### src/rtl/rom_region_loader.sv
// Routes the ioctl ROM download stream into BRAM or SDRAM load regions.
// Each region is preceded by a 32-bit big-endian length header.
module rom_region_loader #(
    parameter int NUM_REGIONS = 9,
    parameter int CS_W        = 6,
    parameter int SDR_AW      = 25,
    parameter int BRAM_AW     = 16,
    parameter logic [NUM_REGIONS*SDR_AW-1:0] REGION_BASE = '0,
    parameter logic [NUM_REGIONS*CS_W-1:0]   REGION_CS   = '0
) (
    input  logic               clk,
    input  logic               reset,
    input  logic               ioctl_download,
    input  logic               ioctl_wr,
    input  logic [7:0]         ioctl_data,
    output logic               ioctl_wait,
    output logic               bram_wr,
    output logic [CS_W-1:0]    bram_cs,
    output logic [BRAM_AW-1:0] bram_addr,
    output logic [7:0]         bram_data,
    output logic               sdr_req,
    input  logic               sdr_ack,
    output logic [SDR_AW-1:0]  sdr_addr,
    output logic [15:0]        sdr_data,
    output logic [1:0]         sdr_be,
    output logic               load_done,
    output logic               load_error
);

    localparam int IW = $clog2(NUM_REGIONS + 1);
    localparam logic [IW-1:0] IDX_END = IW'(NUM_REGIONS);

    typedef enum logic [2:0] {IDLE, HDR, DATA, SDR_WAIT, DONE} state_t;

    state_t             state_q;
    logic               dl_q;
    logic [IW-1:0]      idx_q;
    logic [1:0]         hcnt_q;
    logic [31:0]        len_q;
    logic [31:0]        off_q;
    logic [7:0]         lo_q;
    logic               ret_hdr_q;
    logic               done_pend_q;
    logic               bram_wr_q;
    logic [CS_W-1:0]    bram_cs_q;
    logic [BRAM_AW-1:0] bram_addr_q;
    logic [7:0]         bram_data_q;
    logic               sdr_req_q;
    logic [SDR_AW-1:0]  sdr_addr_q;
    logic [15:0]        sdr_data_q;
    logic [1:0]         sdr_be_q;
    logic               done_q;
    logic               err_q;

    logic               rise;
    logic               fall;
    logic               wr;
    logic               last;
    logic               short_err;
    logic [IW-1:0]      sel_idx;
    logic [CS_W-1:0]    cur_cs;
    logic [SDR_AW-1:0]  cur_base;
    logic [SDR_AW-1:0]  word_addr;
    logic [31:0]        len_nxt;

    // Download edges win over a coincident byte strobe
    assign rise      = ioctl_download & ~dl_q;
    assign fall      = ~ioctl_download & dl_q;
    assign wr        = ioctl_wr & ~rise & ~fall;
    assign last      = (off_q == len_q - 32'd1);
    assign short_err = (idx_q != IDX_END);
    assign sel_idx   = (idx_q < IDX_END) ? idx_q : '0;
    assign cur_cs    = REGION_CS[int'(sel_idx)*CS_W +: CS_W];
    assign cur_base  = REGION_BASE[int'(sel_idx)*SDR_AW +: SDR_AW];
    assign word_addr = cur_base + {off_q[SDR_AW-1:1], 1'b0};
    assign len_nxt   = {len_q[23:0], ioctl_data};

    always_ff @(posedge clk or posedge reset) begin
        if (reset) begin
            state_q     <= IDLE;
            dl_q        <= 1'b0;
            idx_q       <= '0;
            hcnt_q      <= '0;
            len_q       <= '0;
            off_q       <= '0;
            lo_q        <= '0;
            ret_hdr_q   <= 1'b0;
            done_pend_q <= 1'b0;
            bram_wr_q   <= 1'b0;
            bram_cs_q   <= '0;
            bram_addr_q <= '0;
            bram_data_q <= '0;
            sdr_req_q   <= 1'b0;
            sdr_addr_q  <= '0;
            sdr_data_q  <= '0;
            sdr_be_q    <= '0;
            done_q      <= 1'b0;
            err_q       <= 1'b0;
        end else begin
            dl_q      <= ioctl_download;
            bram_wr_q <= 1'b0;
            if (rise && state_q != SDR_WAIT) begin
                state_q     <= HDR;
                done_q      <= 1'b0;
                err_q       <= 1'b0;
                idx_q       <= '0;
                hcnt_q      <= '0;
                done_pend_q <= 1'b0;
            end else begin
                unique case (state_q)
                    IDLE, DONE: begin
                        if (fall) begin
                            state_q <= DONE;
                            done_q  <= 1'b1;
                            if (short_err) err_q <= 1'b1;
                        end
                    end
                    HDR: begin
                        if (fall) begin
                            state_q <= DONE;
                            done_q  <= 1'b1;
                            if (short_err) err_q <= 1'b1;
                        end else if (wr) begin
                            if (idx_q == IDX_END) begin
                                err_q <= 1'b1;
                            end else begin
                                len_q  <= len_nxt;
                                hcnt_q <= hcnt_q + 2'd1;
                                if (hcnt_q == 2'd3) begin
                                    if (len_nxt == 32'd0) begin
                                        idx_q <= idx_q + 1'b1;
                                    end else begin
                                        off_q   <= '0;
                                        state_q <= DATA;
                                    end
                                end
                            end
                        end
                    end
                    DATA: begin
                        if (fall) begin
                            state_q <= DONE;
                            done_q  <= 1'b1;
                            if (short_err) err_q <= 1'b1;
                        end else if (wr) begin
                            off_q <= off_q + 32'd1;
                            if (last) begin
                                idx_q  <= idx_q + 1'b1;
                                hcnt_q <= '0;
                            end
                            if (cur_cs != '0) begin
                                bram_wr_q   <= 1'b1;
                                bram_cs_q   <= cur_cs;
                                bram_addr_q <= off_q[BRAM_AW-1:0];
                                bram_data_q <= ioctl_data;
                                if (last) state_q <= HDR;
                            end else begin
                                if (!off_q[0]) lo_q <= ioctl_data;
                                if (off_q[0] || last) begin
                                    sdr_req_q  <= 1'b1;
                                    sdr_addr_q <= word_addr;
                                    sdr_data_q <= off_q[0] ? {ioctl_data, lo_q}
                                                           : {8'h00, ioctl_data};
                                    sdr_be_q   <= off_q[0] ? 2'b11 : 2'b01;
                                    ret_hdr_q  <= last;
                                    state_q    <= SDR_WAIT;
                                end
                            end
                        end
                    end
                    SDR_WAIT: begin
                        if (wr) err_q <= 1'b1;
                        if (fall) done_pend_q <= 1'b1;
                        if (sdr_ack) begin
                            sdr_req_q <= 1'b0;
                            if (done_pend_q || fall) begin
                                state_q <= DONE;
                                done_q  <= 1'b1;
                                if (short_err) err_q <= 1'b1;
                            end else begin
                                state_q <= ret_hdr_q ? HDR : DATA;
                            end
                        end
                    end
                    default: state_q <= IDLE;
                endcase
            end
        end
    end

    assign ioctl_wait = sdr_req_q;
    assign bram_wr    = bram_wr_q;
    assign bram_cs    = bram_cs_q;
    assign bram_addr  = bram_addr_q;
    assign bram_data  = bram_data_q;
    assign sdr_req    = sdr_req_q;
    assign sdr_addr   = sdr_addr_q;
    assign sdr_data   = sdr_data_q;
    assign sdr_be     = sdr_be_q;
    assign load_done  = done_q;
    assign load_error = err_q;

endmodule
### config.mk
export PLATFORM = sky130hd
export DESIGN_NAME = rom_region_loader
export DESIGN_NICKNAME = d
export VERILOG_FILES = /design/src/rtl/rom_region_loader.sv
export SDC_FILE = /design/constraint.sdc
export NUM_CORES = 1
export LEC_CHECK = 0
export ABC_CLOCK_PERIOD_IN_PS = 4650
export CAP_MARGIN = 20
export CORE_ASPECT_RATIO = 2
export CORE_UTILIZATION = 51
export CTS_CLUSTER_DIAMETER = 50
export DETAILED_ROUTE_END_ITERATION = 6
export HOLD_SLACK_MARGIN = 0.1
export PLACE_DENSITY = 0.79
export SYNTH_ARGS = -nofsm -noshare
export SYNTH_HDL_FRONTEND = slang
export SYNTH_SLANG_ARGS = --single-unit
### constraint.sdc
create_clock -name clk -period 4.65 [get_ports clk]
set_input_delay 1.395 -clock clk [delete_from_list [all_inputs] [get_ports clk]]
set_output_delay 1.395 -clock clk [all_outputs]
set_load 0.05 [all_outputs]
# Yosys cells after proc, flatten, opt, wreduce, memory -nomap -nowiden
# Cells that the tools add are included.
dict set report classes {
  add_sub_neg 5
  n_mul 2
  magnitude_cmp 1
  n_eq_ne 40
  shifts 2
  mux 74
  n_bitwise 12
  reduce_logical 28
}
# op count
set op_table {}
lappend op_table {{indexed part select 225 x 10 -> 25 bit (first input constant)} 1}
lappend op_table {{two-way mux 32 bit} 7}
lappend op_table {{case mux 32 bit (2 select lines)} 1}
lappend op_table {{indexed part select 54 x 8 -> 6 bit (first input constant)} 1}
lappend op_table {{two-way mux 3 bit} 14}
lappend op_table {{two-way mux 4 bit} 10}
lappend op_table {{!= test 3 bit (second input constant)} 11}
lappend op_table {{adder 32 x 1 -> 32 bit (second input constant)} 1}
lappend op_table {{equality test 32 bit} 1}
lappend op_table {{zero test 32 bit} 1}
lappend op_table {{subtractor 32 x 1 -> 32 bit (second input constant)} 1}
lappend op_table {{!= test 4 bit (second input constant)} 7}
lappend op_table {{AND reduction 9 bit} 3}
lappend op_table {{two-way mux 1 bit} 26}
lappend op_table {{adder 25 bit} 1}
lappend op_table {{!= test 2 bit (second input constant)} 10}
lappend op_table {{two-way mux 2 bit} 9}
lappend op_table {{two-way mux 16 bit} 1}
lappend op_table {{AND reduction 7 bit} 2}
lappend op_table {{case mux 3 bit (4 select lines)} 1}
lappend op_table {{AND reduction 6 bit} 2}
lappend op_table {{!= test 5 bit (second input constant)} 2}
lappend op_table {{AND reduction 5 bit} 2}
lappend op_table {{multiplier 4 x 5 -> 9 bit (second input constant)} 1}
lappend op_table {{other kinds (29)} 48}
dict set report totals {
  reg_bits 161
}

# Longest topological paths before layout
# Gate-level depths: netlist of run 1.
dict set report depth {
  word_depth 11
  mapped_depth 14
  depth_no_buf 11
}

# Least setup slack after synthesis of run 1
# OpenSTA, ideal clock, no wires.
dict set report synth_timing {
  kind {flip-flop to flip-flop}
  start {register len_q[0]}
  end {register ret_hdr_q}
  setup_time_ns 0.125
  arrival_time_ns 3.629
  t_required_ns 4.525
  setup_slack_ns 0.896
  stages_incl_launch_ff 13
  synth_period_minus_slack_ns 3.754
  path_cell_list {dfrtp_1 -> inv_1 -> ha_1 -> or4b_1 -> or4_1 -> nor3_1 -> mux2_2 -> mux2i_1 -> a21oi_1 -> nor4b_4 -> o21ai_2 -> buf_6 -> mux2_4}
}
dict set report synth_between {
  elab_chain_cells 4
}
# item line_no
set synth_lines {}
lappend synth_lines {{start, declared} 39} ;# logic [31:0] len_q;
lappend synth_lines {{start signal, assigned} 127} ;# len_q <= len_nxt;
lappend synth_lines {{subtractor 32 x 1 -> 32 bit (*)} 70} ;# assign last = (off_q == len_q - 32'd1);
lappend synth_lines {{equality test 32 bit (*)} 70}
lappend synth_lines {{logical OR 1 bit} 159} ;# if (off_q[0] || last) begin
lappend synth_lines {{AND reduction 6 bit (no source line)} -}
lappend synth_lines {{end signal, assigned} 165} ;# ret_hdr_q <= last;
lappend synth_lines {{end, declared} 42} ;# logic ret_hdr_q;
# Mark *: on every way between the ends. The rest lies on a longest branch, timed or not.
# A chain may end at the register's enable or synchronous reset.

# Final worst setup path of run 1
dict set report layout_timing {
  start {register len_q[0]}
  end {register sdr_data_q[4], in the netlist sdr_data[4]}
}
dict set report layout_between {
  elab_chain_cells 4
}
# item line_no
set layout_lines {}
lappend layout_lines {{subtractor 32 x 1 -> 32 bit} 70}
lappend layout_lines {{equality test 32 bit} 70}
lappend layout_lines {{logical OR 1 bit} 159}
lappend layout_lines {{AND reduction 6 bit (no source line)} -}
lappend layout_lines {{end signal, assigned} 162} ;# sdr_data_q <= off_q[0] ? {ioctl_data, lo_q}
lappend layout_lines {{end, declared} 50} ;# logic [15:0] sdr_data_q;
# No other way between the ends.

==> metrics.md, run 1 <==
| Metric | Value |
|---|---|
| GR Overflow Total | 0 |
| Data arrival time of the worst path | approximately 4700 ps |
| Ports | 91 |
| Routed Antenna Nets | 0 |
| Mapped Cells | approximately 730 |
| Via density | 5.88 |
| CTS tree | built |
| Most common cell after layout, fill and taps aside | dfrtp_1 |
| Crit-path most repeated cell | mux2_2 |
| Leak pwr | 4.01 nW |
| Slack of the critical path | 254 ps |
| Commonest non-fill, non-tap cells in the layout | dfrtp_1, nor2_1, clkdlybuf4s50_1 |
| Min Clock Period, post-route | ~4400 ps |
| Slew HR | 46.5% |
| Setup repair after global routing missed its margin | false |
| Clk sink count | 129 |
| Diodes inserted | 0 |
| Largest net degree at the start of global routing | 57 |
| Pre-CTS setup slack | 326 ps |
| Wire per inst | 19.2 um |
| Fmax | 0.227 GHz |
| Share of layout cells above drive strength 1 | 19.8% |
| Worst slew pin tran | 801 ps |
| CTS buffer count | 17 |
| Post-synth cell types | 61 |
| Avg Synthesized Cell Area | 10.2 um^2 |
| IO Port Bufs | 58 |
| Synthesized cell area | around 7500 um^2 |
| Critical path class | register to register |
| Status | complete, no violations |
| CP Cell Sequence | inv_1, ha_1, or4b_1, or4_1, nor3_1, mux2_2, mux2i_1, a21oi_1, nor4b_4, o21ai_4, buf_12, mux2_2 |
| Clock Tree Buf Depth | 2 |
| Cell taking the most area after synthesis | dfrtp_1 |
| DIE AREA | 15200 um^2 |
| Final #Nets | 813 |
| Startpoint types | register |
| PostCTS Resize Cnt | 0 |
| Slowest-stage cell, CP | or4_1 |
| HPWL Detailed | 14.2 mm |
| Final wirelength | 19.2 mm |
| Critical Path RT | between 4000 and 5000 ps |
| Top cells by area, synth | dfrtp_1, mux2_2, mux2_4, xnor2_1, buf_4 |
| Clock transition at path regs | 70 ps |
| Critical Path Fanout Max | 19 |
| Height of the die | around 170 um |
| Initial core utilization | 52.1% |
| Cts hold-fix bufs | 0 |
| Setup TNS | 0 ps |
| First-pass GRT wire length | 31.2 mm |
| Main synth FF type | dfrtp_1 |
| GP Congestion | a little over 1 |
| Post-synthesis sequential area ratio | a little over two fifths |
| Pwr Density | 500 nW/um^2 |
| Row Count | 62 |
| Worst VDD drop | 0.317 mV |
| Depth of the CTS H-tree | 4 |
| Gr usage total | between 20% and 30% |
| Fin crit share | 94.5% |
| Worst hold slack | 485 ps |
| Synth-to-layout area growth | 18.6% |
| Delay-heaviest family, CP | simple AND/OR/NAND/NOR gates |
| Post-route DRC | 0 |
| Worst clock skew | 8.22 ps |
| Synth top area share | a little over two fifths |
| Initial antenna violation count | 0 |
| FF+latch count, synth | 129 |
| Final Hold Viols | 0 |
| Async S/R FF share, synth | 100% |
| Critical Path Max Stage Delay | between 600 and 700 ps |
| Buffer and inverter count on the worst path | 2 |
| CP endpoint kind | register |
| Finish-stage setup viols | 0 |
| Die extent in x | 87.6 um |
| Max cap viols | 0 |
| Number of global-route vias before repair | between 5000 and 6000 |
| Synth warn | 0 |
| Skew-Pair Late Insertion Delay | 420 ps |
| Buffers inserted by post-CTS timing repair | 0 |
| CTS root buf | clkbuf_16 |
| DRT Pass-1 Iters | 5 |
| Max-slew violation count | 0 |
| EDFF count, synth | 0 |
| DR iter-0 viols | 358 |
| Core footprint | 14400 um^2 |
| Vias post-DR | between 5000 and 6000 |
| Hold Path Class | register to register |
| Post-layout util | 61.8% |
## synthesized netlist by cell type, drive strengths merged, types with 19 or more instances
cell type and instances:
dfrtp 129, nor2 58, xor2 20, nand2 32
nor4 23, mux2 84, buf 42, xnor2 42
nand3 19, clkbuf 33, a21oi 27, nor3 21
o21ai 43
## state kept, by name (all words and copies together), names as in the netlist, 2 cells and up
signal / flops
len_q: 32
hcnt_q: 2
sdr_data: 16
sdr_addr: 24
lo_q: 8
sdr_be: 2
off_q: 32
state_q: 3
idx_q: 4
## per-layer routing
layer | global-route usage [%] | up-vias | part of all wire, %
met5 | 0 | - | 0
li1 | - | 2693 | -
met4 | 20.5 | 0 | 7.5
met2 | 48.2 | 230 | 55
met3 | 5.10 | 84 | 4.5
met1 | 27.5 | 2870 | 33
## area by class of cell
class / instances / area [um^2]
Fill cell: 1175 / 5480
Sequential cell: 129 / 3230
Timing Repair Buffer: 87 / 848
Inverter: 18 / 71.3
Multi-Input combinational cell: 542 / 3870
Clock inverter: 15 / 188
Tap cell: 192 / 240
Clock buffer: 17 / 425
## power by group
group	switching, mW	total, mW	internal, mW
clock network	0.580	1.40	0.820
registers	0.284	1.59	1.30
logic	0.831	1.45	0.620
## worst reg2reg max path: stages, from the launching register on
cell     delay [ps]
dfrtp_1         440
inv_1           120
ha_1            280
or4b_1          480
or4_1           640
nor3_1          340
mux2_2          380
mux2i_1         260
a21oi_1         120
nor4b_4         170
o21ai_4         450
buf_12          240
mux2_2          370
## metrics by stage
stage	instances	cell area [um^2]	total power [mW]
after floorplan	764	7600	2.58
after global placement	968	8260	3.00
after detailed placement	968	8260	3.02
after CTS	1000	8870	4.44
after global routing	1000	8870	4.64
final	1000	8870	4.44
## cells by family after synthesis
family | Yosys count | share of synthesized area, %
adder cells (fa/ha/maj) | 5 | 0.836
other | 1 | 0.0501
XOR/XNOR | 62 | 7.26
multiplexers | 86 | 14.4
buffers and inverters | 93 | 6.86
flip-flops | 129 | 43.2
AO/OA/AOI/OAI | 113 | 9.38
AND/OR/NAND/NOR | 244 | 18.0
## path summary, 6_finish.rpt
check	start	slack, ps	depth (start not counted)	endpoint
worst min register to register	sdr_data[15]	480	1	sdr_data[15]
worst min-delay path	sdr_data[15]	480	1	sdr_data[15]
worst max register to register	len_q[0]	250	12	sdr_data[4]
worst max-delay path	len_q[0]	250	12	sdr_data[4]
min in group asynchronous	reset	1480	2	lo_q[4]
max in group asynchronous	reset	2410	3	sdr_addr[13]
Power figures use the tool's default switching activity.
==> run 2: changes to the inputs <==
- ABC_AREA: unset -> 1
- CORE_UTILIZATION: 51 -> 58
- DONT_BUFFER_PORTS: unset -> 1
- PLACE_DENSITY: 0.79 -> 0.78
==> metrics.md, run 2 <==
| Metric | Value |
|---|---|
| HPWL Detailed | 14.5 mm (+2.3%) |
| DR iter-0 viols | 327 (-8.7%) |
| Clock transition at path regs | 60 ps (about the same) |
| Fin crit share | 70.6% (-24 points) |
| CTS buffer count | 17 (unchanged) |
| Most common cell after layout, fill and taps aside | nand2_1 |
| Critical Path RT | 4930 ps (-30 ps) |
| Skew-Pair Late Insertion Delay | 430 ps (about the same) |
| Status | complete, no violations |
| Number of global-route vias before repair | 6452 (+8.2%) |
| Buffers inserted by post-CTS timing repair | 0 (unchanged) |
| Setup TNS | 0 ps (unchanged) |
| Worst clock skew | 15.2 ps (+6.99 ps) |
| GP Congestion | 0.960 (-5.8%) |
| Final #Nets | 1003 (+23%) |
| Worst VDD drop | 0.440 mV (+39%) |
| Commonest non-fill, non-tap cells in the layout | nand2_1, dfrtp_1, nor2_1 |
| Synth top area share | 42.7% (-0.49 points) |
| Most frequent cells after synthesis | nand2_1, dfrtp_1, nor2_1 |
| Critical Path Max Stage Delay | 460 ps (-180 ps) |
| Die extent in x | 82.8 um (-5.6%) |
| Final wirelength | 19.8 mm (+3.1%) |
| Pwr Density | 694 nW/um^2 (+39%) |
| Via density | 5.61 (-4.5%) |
| Slack of the critical path | 1370 ps (+1120 ps) |
| Gr usage total | 32.4% (+5.0 points) |
| Cts hold-fix bufs | 0 (unchanged) |
| Synth-to-layout area growth | 7.96% |
| Post-route DRC | 0 (unchanged) |
| Startpoint types | register |
| Largest net degree at the start of global routing | 130 (+130%) |
| GR Util met2 | 55.8% (+7.5 points) |
| CP endpoint kind | register |
| Most frequent cell after synthesis | nand2_1 |
| Slew HR | 38.3% (-8.2 points) |
| Diodes inserted | 0 (unchanged) |
| Finish-stage setup viols | 0 (unchanged) |
| Async S/R FF share, synth | 100% (unchanged) |
| Cell taking the most area after synthesis | dfrtp_1 |
| Clock Tree Buf Depth | 2 (unchanged) |
| Wire per inst | 17.3 um (-10%) |
| Synthesized cell area | 7560 um^2 (+1.1%) |
| Met3 GRT Util | 6.48% (+1.4 points) |
| CTS root buf | clkbuf_16 |
| Worst slew pin tran | 926 ps (+124 ps) |
| GR Overflow Total | 0 (unchanged) |
| Avg Synthesized Cell Area | 7.66 um^2 (-25%) |
| CTS tree | built |
| Final Hold Viols | 0 (unchanged) |
| Routed Antenna Nets | 0 (unchanged) |
| Met1 Track Usage GR | 32.3% (+4.8 points) |
| Max-slew violation count | 0 (unchanged) |
| CP Cell Sequence | inv_1, ha_1, nand2_1, nor2_2, nand3_1, o21bai_2, nand2_1, nand2_1, nand2_1, nor2_1, nand2_1, nor2_1, nand2_2, nand2_4, nand2_4, nand2_1, o21ai_2 |
| Row Count | 58 (-6.5%) |
| Synth warn | 0 (unchanged) |
| FF+latch count, synth | 129 (unchanged) |
| Initial antenna violation count | 0 (unchanged) |
| Buffer and inverter count on the worst path | 1 (-1) |
| Slowest-stage cell, CP | nand2_4 |
| Min Clock Period, post-route | 3280 ps (-1120 ps) |
| Initial core utilization | 59.9% (+7.8 points) |
| Vias post-DR | 6446 (+9.7%) |
| DIE AREA | 13500 um^2 (-11%) |
| Main synth FF type | dfrtp_1 |
| PostCTS Resize Cnt | 0 (unchanged) |
| First-pass GRT wire length | 31.8 mm (+1.9%) |
| Data arrival time of the worst path | 3560 ps (-1140 ps) |
| Delay-heaviest family, CP | simple AND/OR/NAND/NOR gates |
| Clk sink count | 129 (unchanged) |
| EDFF count, synth | 0 (unchanged) |
| DRT Pass-1 Iters | 5 (unchanged) |
| Top cells by area, synth | dfrtp_1, nand2_1, nor2_1, inv_1, o21ai_0 |
| Mapped Cells | 987 (+35%) |
| Post-synth cell types | 48 (-21%) |
| Ports | 91 (unchanged) |
| Leak pwr | 3.92 nW (-2.4%) |
| Post-synthesis sequential area ratio | 42.7% (-0.49 points) |
| Hold Path Class | register to register |
| Fmax | 0.305 GHz (+34%) |
| Critical Path Fanout Max | 73 (+54) |
| Most Crowded Layer GR | met2 |
| Setup repair after global routing missed its margin | false |
| Height of the die | 164 um (-5.6%) |
| IO Port Bufs | 0 (-100%) |
| Core footprint | 12600 um^2 (-12%) |
| Critical path class | register to register |
| Worst hold slack | 479 ps (-5.71 ps) |
| Share of layout cells above drive strength 1 | 10.2% (-9.6 points) |
| Crit-path most repeated cell | nand2_1 |
| Max cap viols | 0 (unchanged) |
| Depth of the CTS H-tree | 4 (unchanged) |
| Pre-CTS setup slack | 1080 ps (+751 ps) |
| Layout fillers | 1147 (-2.4%) |
run 2: kinds of logic (layout without fill, tap and decap cells):
logic type	Yosys count	in the layout	share of synthesized area (%)
AND/OR/NAND/NOR	495	495	29.5
flip-flops	129	129	42.7
XOR/XNOR	38	38	4.40
adder cells (fa/ha/maj)	5	5	0.827
AO/OA/AOI/OAI	156	156	12.1
buffers and inverters	163	143	10.5
other	1	32	0.0496
run 2: worst min-delay path: stages (launching register included):
cell and delay, ps:
dfrtp_1 330, nand2_1 50, o21ai_0 60
run 2: final cells by class:
class | instances | area (um^2) | share of cell area (%)
multi-input combinational | 726 | 3660 | 44.8
clock inverter | 12 | 205 | 2.51
clock buffer | 20 | 447 | 5.47
inverter | 109 | 413 | 5.06
tap | 150 | 188 | 2.30
timing repair buffer | 2 | 27.5 | 0.337
sequential | 129 | 3230 | 39.5
run 2: final timing paths:
kind / startpoint / endpoint / slack [ps] / cells after the start
setup reg to reg: len_q[0] / sdr_data[6] / 1370 / 17
max in group asynchronous: reset / len_q[17] / 3060 / 2
min in group asynchronous: reset / sdr_addr[20] / 1040 / 2
hold reg to reg: lo_q[5] / lo_q[5] / 480 / 2
setup / recovery: len_q[0] / sdr_data[6] / 1370 / 17
hold / removal: lo_q[5] / lo_q[5] / 480 / 2
run 2: through the flow:
step           utilization [%]  std cells  area, um^2  total power, mW
6_report                  64.7       1148        8170             5.67
5_1_grt                   64.7       1148        8170             6.04
4_1_cts                   64.7       1148        8170             5.68
3_5_place_dp              59.5       1116        7510             4.16
3_3_place_gp              59.5       1116        7510             4.12
2_1_floorplan                -       1018        7680             3.70
run 2: metal layers:
layer  up-vias  share of wire [%]
met5         -                  0
met4         0                8.6
met3       111                4.1
met2       240                 53
met1      2979                 34
li1       3116                  -
run 2: report_power, final:
group	internal, mW	switching, mW
logic	0.636	1.21
clock network	0.969	0.522
registers	1.47	0.863
